**src/rtl/control_seq_pkg.sv**
```systemverilog
// rtl/control_seq_pkg.sv - shared encodings for the nic8 fetch/execute sequencer
// Contents: state_t (FETCH/EXEC/WAIT/HALT), IR dest/src field codes, HALT_OPCODE.
package control_seq_pkg;

   typedef enum logic [1:0] {
      FETCH = 2'd0,
      EXEC  = 2'd1,
      WAIT  = 2'd2,
      HALT  = 2'd3
   } state_t;

   // dest field, ir[6:4]; code 1 has no destination
   localparam logic [2:0] DST_IR  = 3'd0;
   localparam logic [2:0] DST_A   = 3'd2;
   localparam logic [2:0] DST_B   = 3'd3;
   localparam logic [2:0] DST_X   = 3'd4;
   localparam logic [2:0] DST_MEM = 3'd5;
   localparam logic [2:0] DST_Q   = 3'd6;
   localparam logic [2:0] DST_PC  = 3'd7;

   // src field, ir[2:0]; SRC_NONE leaves the bus undriven (reads 0)
   localparam logic [2:0] SRC_ROM  = 3'd0;
   localparam logic [2:0] SRC_NONE = 3'd1;
   localparam logic [2:0] SRC_A    = 3'd2;
   localparam logic [2:0] SRC_B    = 3'd3;
   localparam logic [2:0] SRC_X    = 3'd4;
   localparam logic [2:0] SRC_RAM  = 3'd5;
   localparam logic [2:0] SRC_ALU  = 3'd6;
   localparam logic [2:0] SRC_S    = 3'd7;

   localparam logic [7:0] HALT_OPCODE = 8'h01;

endpackage

```
**src/rtl/control_decode.sv**
```systemverilog
// rtl/control_decode.sv - combinational IR decode into source/dest/ALU-mode/jump terms
// Inputs : ir (instruction), a_is_zero, flag_c, flag_s (jump condition sources)
// Outputs: src_* bus-driver selects, dst_* write selects, ALU mode bits,
//          uses_ram (instruction needs RAM wait states), is_halt.
// All outputs are ungated; the sequencer qualifies them with its state.
module control_decode
   import control_seq_pkg::*;
(
   input  logic [7:0] ir,
   input  logic       a_is_zero,
   input  logic       flag_c,
   input  logic       flag_s,
   output logic       src_rom,
   output logic       src_ram,
   output logic       src_a,
   output logic       src_b,
   output logic       src_x,
   output logic       src_e,
   output logic       src_s,
   output logic       dst_ir,
   output logic       dst_a,
   output logic       dst_b,
   output logic       dst_x,
   output logic       dst_mem,
   output logic       dst_q,
   output logic       dst_pc,
   output logic       do_subtract,
   output logic       do_carry_in,
   output logic       do_shift_in,
   output logic       uses_ram,
   output logic       is_halt
);

   logic [2:0] dest;
   logic [2:0] src;
   logic       jump_ok;

   assign dest = ir[6:4];
   assign src  = ir[2:0];

   assign src_rom = (src == SRC_ROM);
   assign src_a   = (src == SRC_A);
   assign src_b   = (src == SRC_B);
   assign src_x   = (src == SRC_X);
   assign src_ram = (src == SRC_RAM);
   assign src_e   = (src == SRC_ALU);
   assign src_s   = (src == SRC_S);

   // {b7,b3} picks the jump condition
   always_comb begin
      jump_ok = 1'b0;
      case ({ir[7], ir[3]})
         2'b00:   jump_ok = 1'b1;
         2'b01:   jump_ok = a_is_zero;
         2'b10:   jump_ok = flag_c;
         default: jump_ok = flag_s;
      endcase
   end

   assign dst_ir  = (dest == DST_IR);
   assign dst_a   = (dest == DST_A);
   assign dst_b   = (dest == DST_B);
   assign dst_x   = (dest == DST_X);
   // RAM-to-RAM would drive and write the RAM in the same cycle: treat as a no-op store
   assign dst_mem = (dest == DST_MEM) && !src_ram;
   assign dst_q   = (dest == DST_Q);
   assign dst_pc  = (dest == DST_PC) && jump_ok;

   assign do_subtract = ir[3];
   assign do_shift_in = ir[3];
   assign do_carry_in = ir[7];

   assign uses_ram = src_ram || (dest == DST_MEM);
   assign is_halt  = (ir == HALT_OPCODE);

endmodule

```
**src/rtl/control_seq.sv**
```systemverilog
// rtl/control_seq.sv - nic8 clocked fetch/execute control sequencer
// Parameters: RAM_WAIT (0..15 extra cycles for RAM-touching instructions),
//             COUNT_W (width of the saturating retired-instruction counter).
// Inputs : clk, reset (sync, active-high), bus_in, a_is_zero, alu_carry, alu_shift.
// Outputs: ir_q, phase, register/PC write enables, bus-driver selects,
//          ALU mode bits, flag_c/flag_s, halted, retired.
// Build option: CONTROL_SEQ_FLAGREG_EN latches ALU flags on ALU-sourced writes;
//               without it the flags follow the live ALU outputs.
module control_seq
   import control_seq_pkg::*;
#(
   parameter int RAM_WAIT = 0,
   parameter int COUNT_W  = 16
) (
   input  logic               clk,
   input  logic               reset,
   input  logic [7:0]         bus_in,
   input  logic               a_is_zero,
   input  logic               alu_carry,
   input  logic               alu_shift,
   output logic [7:0]         ir_q,
   output logic [1:0]         phase,
   output logic               load_ir,
   output logic               inc_pc,
   output logic               load_pc,
   output logic               load_a,
   output logic               load_b,
   output logic               load_x,
   output logic               load_q,
   output logic               store_mem,
   output logic               assert_rom,
   output logic               assert_ram,
   output logic               assert_a,
   output logic               assert_b,
   output logic               assert_x,
   output logic               assert_e,
   output logic               assert_s,
   output logic               do_subtract,
   output logic               do_carry_in,
   output logic               do_shift_in,
   output logic               flag_c,
   output logic               flag_s,
   output logic               halted,
   output logic [COUNT_W-1:0] retired
);

   state_t             state;
   logic [3:0]         wait_cnt;
   logic [7:0]         ir;
   logic [COUNT_W-1:0] count;

   logic d_src_rom, d_src_ram, d_src_a, d_src_b, d_src_x, d_src_e, d_src_s;
   logic d_dst_ir, d_dst_a, d_dst_b, d_dst_x, d_dst_mem, d_dst_q, d_dst_pc;
   logic d_sub, d_cin, d_shin, d_uses_ram, d_is_halt;

   logic fetch_st, exec_st, wait_st;
   logic needs_wait, active, complete, retire_ev;

`ifdef CONTROL_SEQ_FLAGREG_EN
   logic flag_c_q, flag_s_q;
   assign flag_c = flag_c_q;
   assign flag_s = flag_s_q;
`else
   assign flag_c = alu_carry;
   assign flag_s = alu_shift;
`endif

   control_decode u_decode (
      .ir          (ir),
      .a_is_zero   (a_is_zero),
      .flag_c      (flag_c),
      .flag_s      (flag_s),
      .src_rom     (d_src_rom),
      .src_ram     (d_src_ram),
      .src_a       (d_src_a),
      .src_b       (d_src_b),
      .src_x       (d_src_x),
      .src_e       (d_src_e),
      .src_s       (d_src_s),
      .dst_ir      (d_dst_ir),
      .dst_a       (d_dst_a),
      .dst_b       (d_dst_b),
      .dst_x       (d_dst_x),
      .dst_mem     (d_dst_mem),
      .dst_q       (d_dst_q),
      .dst_pc      (d_dst_pc),
      .do_subtract (d_sub),
      .do_carry_in (d_cin),
      .do_shift_in (d_shin),
      .uses_ram    (d_uses_ram),
      .is_halt     (d_is_halt)
   );

   assign fetch_st = !reset && (state == FETCH);
   assign exec_st  = !reset && (state == EXEC);
   assign wait_st  = !reset && (state == WAIT);

   assign needs_wait = (RAM_WAIT > 0) && d_uses_ram;
   // active: source and ALU mode are driven; complete: the dest write cycle
   assign active    = (exec_st && !d_is_halt) || wait_st;
   assign complete  = (exec_st && !d_is_halt && !needs_wait) || (wait_st && (wait_cnt == 4'd0));
   assign retire_ev = complete || (exec_st && d_is_halt);

   assign load_ir   = fetch_st || (complete && d_dst_ir);
   assign inc_pc    = fetch_st;
   assign load_pc   = complete && d_dst_pc;
   assign load_a    = complete && d_dst_a;
   assign load_b    = complete && d_dst_b;
   assign load_x    = complete && d_dst_x;
   assign load_q    = complete && d_dst_q;
   assign store_mem = complete && d_dst_mem;

   assign assert_rom = fetch_st || (active && d_src_rom);
   assign assert_ram = active && d_src_ram;
   assign assert_a   = active && d_src_a;
   assign assert_b   = active && d_src_b;
   assign assert_x   = active && d_src_x;
   assign assert_e   = active && d_src_e;
   assign assert_s   = active && d_src_s;

   assign do_subtract = active && d_sub;
   assign do_carry_in = active && d_cin;
   assign do_shift_in = active && d_shin;

   assign ir_q    = ir;
   assign phase   = state;
   assign halted  = (state == HALT);
   assign retired = count;

   always_ff @(posedge clk) begin
      if (reset) begin
         state    <= FETCH;
         wait_cnt <= 4'd0;
         ir       <= 8'h00;
         count    <= '0;
`ifdef CONTROL_SEQ_FLAGREG_EN
         flag_c_q <= 1'b0;
         flag_s_q <= 1'b0;
`endif
      end else begin
         case (state)
            FETCH: begin
               ir    <= bus_in;
               state <= EXEC;
            end
            EXEC: begin
               if (d_is_halt) begin
                  state <= HALT;
               end else if (needs_wait) begin
                  state    <= WAIT;
                  wait_cnt <= 4'(RAM_WAIT - 1);
               end
            end
            WAIT: begin
               if (wait_cnt != 4'd0)
                  wait_cnt <= wait_cnt - 4'd1;
            end
            default: ;
         endcase

         // dest=IR reloads from the bus and re-decodes without a fresh fetch
         if (complete) begin
            state <= d_dst_ir ? EXEC : FETCH;
            if (d_dst_ir)
               ir <= bus_in;
`ifdef CONTROL_SEQ_FLAGREG_EN
            if (d_src_e) begin
               flag_c_q <= alu_carry;
               flag_s_q <= alu_shift;
            end
`endif
         end

         if (retire_ev && (count != '1))
            count <= count + 1'b1;
      end
   end

endmodule

```
**config.mk**
```make
export PLATFORM = sky130hd
export DESIGN_NAME = control_seq
export DESIGN_NICKNAME = d
export VERILOG_FILES = /design/src/rtl/control_seq_pkg.sv /design/src/rtl/control_decode.sv /design/src/rtl/control_seq.sv
export SDC_FILE = /design/constraint.sdc
export NUM_CORES = 1
export LEC_CHECK = 0
export ABC_AREA = 1
export CORE_MARGIN = 2
export CORE_UTILIZATION = 50
export CTS_BUF_LIST = sky130_fd_sc_hd__clkbuf_4
export DETAILED_ROUTE_END_ITERATION = 12
export GPL_TIMING_DRIVEN = 0
export PLACE_DENSITY = 0.8
export SLEW_MARGIN = 10
export SYNTH_ARGS = -nofsm -noshare
export SYNTH_HDL_FRONTEND = slang
export SYNTH_HIERARCHICAL = 1
export SYNTH_SLANG_ARGS = --single-unit
```
**constraint.sdc**
```tcl
create_clock -name clk -period 4.4 [get_ports clk]
set_input_delay 1.1 -clock clk [delete_from_list [all_inputs] [get_ports clk]]
set_output_delay 1.1 -clock clk [all_outputs]
set_load 0.01 [all_outputs]
```
==> metrics, run 1 <==
total standard cell area after synthesis=2140 µm²; remaining global-route overflow=0; Initial DRT Pass Iterations=4; final setup slack of the worst path=0.613 ns; number of hold buffers added after CTS=0; number of buffers added by the clock tree synthesis step=5; detailed-route vias per instance=4.90; top library cells by usage in the layout, fill and taps aside=sky130_fd_sc_hd__nand2_1 (132), sky130_fd_sc_hd__clkdlybuf4s50_1 (58), sky130_fd_sc_hd__nor2_1 (56); die extent in x=69.4 µm; end of the worst hold path=wait_cnt[3]; wire length after detailed routing=5280 µm; full die area=4820 µm²; global-route wire length before repair=9200 µm; number of global-route vias before repair=2,081; net total in the final layout=449; fraction of power consumed by the clock network=0.319; antenna fix cells=0; clock tree from TritonCTS=built; hold path startpoint=wait_cnt[3]; CP delay by family, top=buffers and inverters; period utilization=0.861; Residual DRC=0; number of instances in the synthesized netlist=369; type of the worst setup path=input port to output pin; sequential share of power=0.432; ANT nets after route=0; crit path DAT=2.69 ns; vias after detailed routing=2,378; crit path max fanout=10; number of warning messages in the yosys log=6; Sequential cell area=601 µm²; clock transition time at the flip-flop clock pins of the worst setup and hold paths=0.10 ns; placement-stage worst setup slack=0.606 ns; most common cell after layout, fill and taps aside=sky130_fd_sc_hd__nand2_1; slew at the pin with the worst max-slew slack=0.524 ns; routability-driven placement congestion ratio=0.834; highest clock frequency the design can meet=264 MHz; global-route total usage across every layer=0.230; number of standard-cell rows in the floorplan=23; Min-Delay Path Class=flip-flop to flip-flop; clock latency at the later pin of the worst-skew pair=0.33 ns; count of maximum capacitance violations=0; initial core utilization=0.527; area of the multi-input gates=1250 µm²; part of the total power dissipated in combinational logic=0.249; critical path endpoint category=output pin; floorplan core area=4060 µm²; share of post-route cells with drive strength above 1=0.0828; detailed-placement wirelength estimate=3970 µm; number of endpoints with negative hold slack in the final report=0; R2R Path Start=retired[0]; Syn Area/Cell=5.80 µm²; pins over their slew limit=0; switching share of power=0.311; clock skew after layout=0.00736 ns; routed wire length per instance=10.9 µm; Peak supply drop=178 µV; clock sinks=30; Internal Pwr Total=478 µW; instance count after placement with tap cells included=477; max-slew headroom at the worst pin=0.651; count of routing violations after the opening detailed-route iteration=156; type of element launching the critical path=input port; R2R Path End=retired[13]; CP Data Required Time=3.30 ns; CP Buf/Inv Count=4; length in cells of the worst reg-to-reg path=8; final instance count without filler cells=485; run status=finished, final reports clean; number of cells on the worst hold path=2; RSZ-0062 raised after global routing=no; Net Switching=216 µW; port bufs=58; static power due to leakage=0.00117 µW; final hold slack=0.473 ns; pwr/cell area=242 nW/µm²; Mapped Nets=384; overall die height=69.4 µm; Worst path slowest cell=sky130_fd_sc_hd__clkdlybuf4s50_1; initial antenna violation count=0; Cell Chain, Critical Path=buf_6, clkinv_2, nand3_1, nor2_1, nor2_4, inv_2, nand2_1, o21ai_0, clkdlybuf4s50_1; reg-to-reg setup timing slack=2.64 ns; post-layout total power=694 µW; post-CTS setup-driven buffer insertion count=0; accumulated negative setup slack=0 ns; pin count of the biggest net entering global routing=12; Root Buffer Master=sky130_fd_sc_hd__clkbuf_4; filler cell count in the final layout=383; CTS HTree Levels=2; Slowest Stage Delay on Critical Path=0.57 ns; Layout area overhead=33.9%; I/O pins=60; time the worst path needs with I/O delays and setup=3.79 ns; cts repair resizes=0; clock tree buffer depth=2; total setup violations reported at the end of the flow=0
==> through the flow <==
stage	cell area [µm²]	utilization
after floorplan	2140	-
after global placement	2780	0.686
after detailed placement	2780	0.686
after CTS	2870	0.706
after global routing	2870	0.706
final	2870	0.706
==> sequential cells by signal, summed over array words and instances, names as in the netlist <==
| register | count |
|---|---|
| ir_q | 8 |
| phase | 2 |
| retired | 16 |
| wait_cnt | 4 |
==> cell type report <==
type                       count  share of cell area
clock buffer                   5              0.0131
buffer                        14              0.0349
tap                           50              0.0218
multi-input combinational    274               0.435
clock inverter                 3              0.0157
inverter                      51              0.0672
sequential                    30               0.210
timing repair buffer          58               0.203
==> how the worst max path moves through the flow <==
| stage | to | slack (ns) | depth (start not counted) | start |
|---|---|---|---|---|
| floorplan | load_ir | 1.28 | 8 | reset |
| global placement | load_ir | 0.63 | 9 | reset |
| detailed placement | load_ir | 0.61 | 9 | reset |
| CTS | load_ir | 0.61 | 9 | reset |
| global route | load_ir | 0.46 | 9 | reset |
| finish | load_ir | 0.61 | 9 | reset |
==> worst min-delay path: stages, from the launching register on <==
cell and delay, ns:
sky130_fd_sc_hd__dfxtp_1 0.33, sky130_fd_sc_hd__inv_1 0.05, sky130_fd_sc_hd__a21oi_1 0.05
==> power by group through the flow <==
stage / sequential [µW] / clock (µW) / combinational (µW)
final: 299 / 222 / 173
after global routing: 302 / 241 / 193
after CTS: 299 / 226 / 173
after detailed placement: 305 / 0 / 172
after global placement: 306 / 0 / 170
after floorplan: 307 / 0 / 103
==> layer usage <==
metal  vias to the layer above  GRT usage  routed length [µm]
met2                        61      0.366                2350
met4                         0     0.0414                  19
met1                      1050      0.319                2580
met5                         -          0                   0
met3                         2     0.0596                 327
li1                       1265          -                   -
(Power assumes the default switching activity.)
==> run 2, diff against run 1 <==
--- a/config.mk
+++ b/config.mk
@@ -10,8 +10,9 @@
 export CORE_UTILIZATION = 50
 export CTS_BUF_LIST = sky130_fd_sc_hd__clkbuf_4
 export DETAILED_ROUTE_END_ITERATION = 12
+export DONT_BUFFER_PORTS = 1
 export GPL_TIMING_DRIVEN = 0
-export PLACE_DENSITY = 0.8
+export PLACE_DENSITY = 0.62
 export SLEW_MARGIN = 10
 export SYNTH_ARGS = -nofsm -noshare
 export SYNTH_HDL_FRONTEND = slang
==> constraint.sdc (replaced) <==
create_clock -name clk -period 4.3 [get_ports clk]
set_input_delay 1.075 -clock clk [delete_from_list [all_inputs] [get_ports clk]]
set_output_delay 1.075 -clock clk [all_outputs]
set_load 0.01 [all_outputs]
==> metrics, run 2 (synthesis results as in run 1) <==
Root Buffer Master=sky130_fd_sc_hd__clkbuf_4; wire length after detailed routing=5030 µm; CTS HTree Levels=2; floorplan core area=4060 µm²; R2R Path Start=retired[0]; type of element launching the critical path=input port; antenna fix cells=0; final core utilization=0.556; Min-Delay Path Class=flip-flop to flip-flop; end of the worst hold path=wait_cnt[3]; Peak supply drop=229 µV; reg-to-reg setup timing slack=2.43 ns; clock skew after layout=0.0116 ns; max-slew headroom at the worst pin=0.642; critical path endpoint category=output pin; cts repair resizes=0; run status=finished, final reports clean; length in cells of the worst reg-to-reg path=8; port bufs=0; initial core utilization=0.527; flip-flop count of the largest register, all copies and words added=16; global-route total usage across every layer=0.224; pin count of the biggest net entering global routing=11; Residual DRC=0; pwr/cell area=270 nW/µm²; time the worst path needs with I/O delays and setup=3.28 ns; hold path startpoint=wait_cnt[3]; count of maximum capacitance violations=0; remaining global-route overflow=0; share of post-route cells with drive strength above 1=0.0928; CP Data Required Time=3.22 ns; post-CTS setup-driven buffer insertion count=0; most common cell after layout, fill and taps aside=sky130_fd_sc_hd__nand2_1; detailed-placement wirelength estimate=3780 µm; clock transition time at the flip-flop clock pins of the worst setup and hold paths=0.10 ns; vias after detailed routing=2,135; number of cells on the worst hold path=2; full die area=4820 µm²; net total in the final layout=391; count of routing violations after the opening detailed-route iteration=87; accumulated negative setup slack=0 ns; period utilization=0.763; clock tree from TritonCTS=built; routability-driven placement congestion ratio=0.779; I/O pins=60; crit path DAT=2.20 ns; number of standard-cell rows in the floorplan=23; detailed-route vias per instance=5.00; number of buffers added by the clock tree synthesis step=5; filler cell count in the final layout=452; top library cells by usage in the layout, fill and taps aside=sky130_fd_sc_hd__nand2_1 (132), sky130_fd_sc_hd__nor2_1 (56), sky130_fd_sc_hd__inv_1 (46); number of endpoints with negative hold slack in the final report=0; highest clock frequency the design can meet=305 MHz; Sequential cell area=601 µm²; static power due to leakage=0.000959 µW; ANT nets after route=0; overall die height=69.4 µm; Initial DRT Pass Iterations=4; R2R Path End=retired[13]; pins over their slew limit=0; type of the worst setup path=input port to output pin; slew at the pin with the worst max-slew slack=0.537 ns; number of hold buffers added after CTS=0; die extent in x=69.4 µm; RSZ-0062 raised after global routing=no; total setup violations reported at the end of the flow=0; initial antenna violation count=0; global-route wire length before repair=8830 µm; routed wire length per instance=11.8 µm; clock latency at the later pin of the worst-skew pair=0.34 ns; clock tree buffer depth=2; clock sinks=30; number of global-route vias before repair=1,858; area of the multi-input gates=1250 µm²; crit path max fanout=10; Layout area overhead=5.44%
==> run 2: cell count changes in the layout (fill, tap and decap cells not counted) <==
cell,previous run,this run
sky130_fd_sc_hd__clkdlybuf4s50_1,58,0
sky130_fd_sc_hd__clkinv_2,1,2
sky130_fd_sc_hd__clkinvlp_4,2,0
sky130_fd_sc_hd__clkinv_1,0,1
sky130_fd_sc_hd__bufinv_16,1,0
sky130_fd_sc_hd__clkbuf_4,5,6
==> run 2: routing by layer <==
layer  vias up  routed length (µm)  global-route usage
met5         -                   0                   0
met4         0                  78              0.0719
met3         8                 277              0.0552
met2        45                2200               0.334
met1       930                2480               0.316
li1       1152                   -                   -
==> run 2: through the flow <==
stage / cell area, µm² / total power, µW / setup slack [ns] / instances / hold slack (ns)
floorplan: 2140 / 419 / 1.23 / 369 / 0.434
global placement: 2200 / 446 / 1.04 / 419 / 0.455
detailed placement: 2200 / 448 / 1.02 / 419 / 0.460
CTS: 2260 / 615 / 1.02 / 427 / 0.475
global route: 2260 / 651 / 0.889 / 427 / 0.490
finish: 2260 / 609 / 1.02 / 427 / 0.470
==> run 2: how the worst max path moves through the flow <==
stage | start | end | slack, ns | cells after the start
after floorplan | reset | load_ir | 1.23 | 8
after CTS | reset | load_ir | 1.02 | 8
after global placement | reset | load_ir | 1.04 | 8
after detailed placement | reset | load_ir | 1.02 | 8
final | reset | load_ir | 1.02 | 8
after global routing | reset | load_ir | 0.89 | 8
==> run 2: final cells by class <==
cell class | instances | share of cell area
multi-input combinational | 274 | 0.552
sequential | 30 | 0.266
inverter | 51 | 0.0854
buffer | 14 | 0.0444
tap | 50 | 0.0277
clock buffer | 6 | 0.0200
clock inverter | 2 | 0.00388
==> run 2: power breakdown <==
group          total, µW  internal (µW)  switching (µW)
Combinational        128           43.5            84.7
Clock                168           67.6             100
Sequential           313            288            24.6
==> run 2: critical path: stages <==
cell and delay (ns):
sky130_fd_sc_hd__buf_6 0.11, sky130_fd_sc_hd__clkinv_2 0.05, sky130_fd_sc_hd__nand3_1 0.12, sky130_fd_sc_hd__nor2_1 0.27, sky130_fd_sc_hd__nor2_4 0.11, sky130_fd_sc_hd__inv_2 0.17, sky130_fd_sc_hd__nand2_1 0.09, sky130_fd_sc_hd__o21ai_0 0.20
==> run 3, diff against run 2 <==
--- a/config.mk
+++ b/config.mk
@@ -12,7 +12,7 @@
 export DETAILED_ROUTE_END_ITERATION = 12
 export DONT_BUFFER_PORTS = 1
 export GPL_TIMING_DRIVEN = 0
-export PLACE_DENSITY = 0.62
+export PLACE_DENSITY = 0.65
 export SLEW_MARGIN = 10
 export SYNTH_ARGS = -nofsm -noshare
 export SYNTH_HDL_FRONTEND = slang
==> constraint.sdc (replaced) <==
create_clock -name clk -period 2.64 [get_ports clk]
set_input_delay 0.66 -clock clk [delete_from_list [all_inputs] [get_ports clk]]
set_output_delay 0.66 -clock clk [all_outputs]
set_load 0.01 [all_outputs]
==> metrics, run 3 (synthesis results as in run 1) <==
run status=finished, final reports clean; clock transition time at the flip-flop clock pins of the worst setup and hold paths=0.10 ns; number of endpoints with negative hold slack in the final report=0; CP Buf/Inv Count=2; RSZ-0062 raised after global routing=yes; crit path max fanout=10; clock tree from TritonCTS=built; floorplan core area=4060 µm²; port bufs=0; slew at the pin with the worst max-slew slack=0.523 ns; top library cells by usage in the layout, fill and taps aside=sky130_fd_sc_hd__nand2_1 (132), sky130_fd_sc_hd__nor2_1 (52), sky130_fd_sc_hd__inv_1 (46); flip-flop count of the largest register, all copies and words added=16; R2R Path Start=retired[0]; crit path DAT=1.86 ns; type of the worst setup path=flip-flop to output pin; type of element launching the critical path=flip-flop; CP Data Required Time=1.98 ns; critical path endpoint category=output pin; most common cell after layout, fill and taps aside=sky130_fd_sc_hd__nand2_1; time the worst path needs with I/O delays and setup=2.52 ns; full die area=4820 µm²; static power due to leakage=0.000962 µW; Residual DRC=0; I/O pins=60; number of buffers added by the clock tree synthesis step=5; Peak supply drop=262 µV; Initial DRT Pass Iterations=4; CP delay by family, top=simple AND/OR/NAND/NOR gates; number of standard-cell rows in the floorplan=23; Worst path slowest cell=sky130_fd_sc_hd__dfxtp_1; initial core utilization=0.527; final hold slack=0.472 ns; Cell Chain, Critical Path=inv_1, nand4_1, nor2_2, nor2_2, nor2_4, inv_2, nand2_1, o21ai_1; number of hold buffers added after CTS=0; post-CTS setup-driven buffer insertion count=0; clock sinks=30; highest clock frequency the design can meet=396 MHz; die extent in x=69.4 µm; detailed-route vias per instance=5.02; period utilization=0.956; CTS HTree Levels=2; count of routing violations after the opening detailed-route iteration=103; Root Buffer Master=sky130_fd_sc_hd__clkbuf_4; max-slew headroom at the worst pin=0.651; filler cell count in the final layout=459; global-route wire length before repair=8800 µm; cell type with the highest occurrence count on the critical path=sky130_fd_sc_hd__nor2_2; initial antenna violation count=0; cts repair resizes=3; clock tree buffer depth=2; share of post-route cells with drive strength above 1=0.119; reg-to-reg setup timing slack=0.80 ns; overall die height=69.4 µm; ANT nets after route=0; pin count of the biggest net entering global routing=11; pins over their slew limit=0; clock latency at the later pin of the worst-skew pair=0.33 ns; routed wire length per instance=11.7 µm; wire length after detailed routing=5010 µm; hold path startpoint=wait_cnt[3]; first element of the critical path=ir_q[3]; number of global-route vias before repair=1,911; count of maximum capacitance violations=0; Slowest Stage Delay on Critical Path=0.50 ns; Layout area overhead=6.26%; Min-Delay Path Class=flip-flop to flip-flop; pwr/cell area=440 nW/µm²; net total in the final layout=391; clock skew after layout=0.0120 ns; remaining global-route overflow=0; routability-driven placement congestion ratio=0.816; accumulated negative setup slack=0 ns; global-route total usage across every layer=0.222; total setup violations reported at the end of the flow=0; antenna fix cells=0; detailed-placement wirelength estimate=3710 µm; vias after detailed routing=2,145
## run 3: cell counts in the layout (fill, tap and decap cells not counted)
Identical to the previous run, type by type.
## run 3: layout make-up
type / count / area [µm²] / share of cell area
Tap cell: 50 / 62.6 / 0.0275
Clock buffer: 6 / 45.0 / 0.0198
Sequential cell: 30 / 608 / 0.267
Inverter: 51 / 193 / 0.0848
Buffer: 14 / 100 / 0.0440
Clock inverter: 2 / 8.76 / 0.00385
Multi-Input combinational cell: 274 / 1260 / 0.553
## run 3: worst paths after layout
kind,depth (start not counted),to
worst max-delay path,8,load_ir
worst min-delay path,2,wait_cnt[3]
worst max register to register,8,retired[2]
worst min register to register,2,wait_cnt[3]
## run 3: tightest hold or removal path, cell delays in order (launching register included)
cell and delay [ns]:
sky130_fd_sc_hd__dfxtp_1 0.34, sky130_fd_sc_hd__inv_1 0.06, sky130_fd_sc_hd__a21oi_1 0.05
## run 3: where the power goes
| part | total (µW) | switching [µW] | internal (µW) |
|---|---|---|---|
| combinational | 213 | 141 | 72.0 |
| sequential | 511 | 39.8 | 472 |
| clock | 275 | 165 | 110 |
## run 3: layer usage
layer	share of wire	GRT usage	wire length [µm]	vias to the layer above
met3	0.051	0.0596	254	6
met4	0.012	0.0588	59	0
met2	0.44	0.350	2210	43
li1	-	-	-	1154
met5	0	0	0	-
met1	0.50	0.300	2490	942
## run 3: metrics by stage
stage / instances / setup slack [ns] / cell area [µm²] / util / total power (µW)
CTS: 427 / 0.00872 / 2260 / 0.557 / 1010
global placement: 419 / 0.204 / 2200 / 0.543 / 726
detailed placement: 419 / 0.202 / 2200 / 0.543 / 728
floorplan: 369 / 0.402 / 2140 / - / 682
finish: 427 / 0.116 / 2270 / 0.560 / 999
global route: 427 / -0.0571 / 2270 / 0.560 / 1080
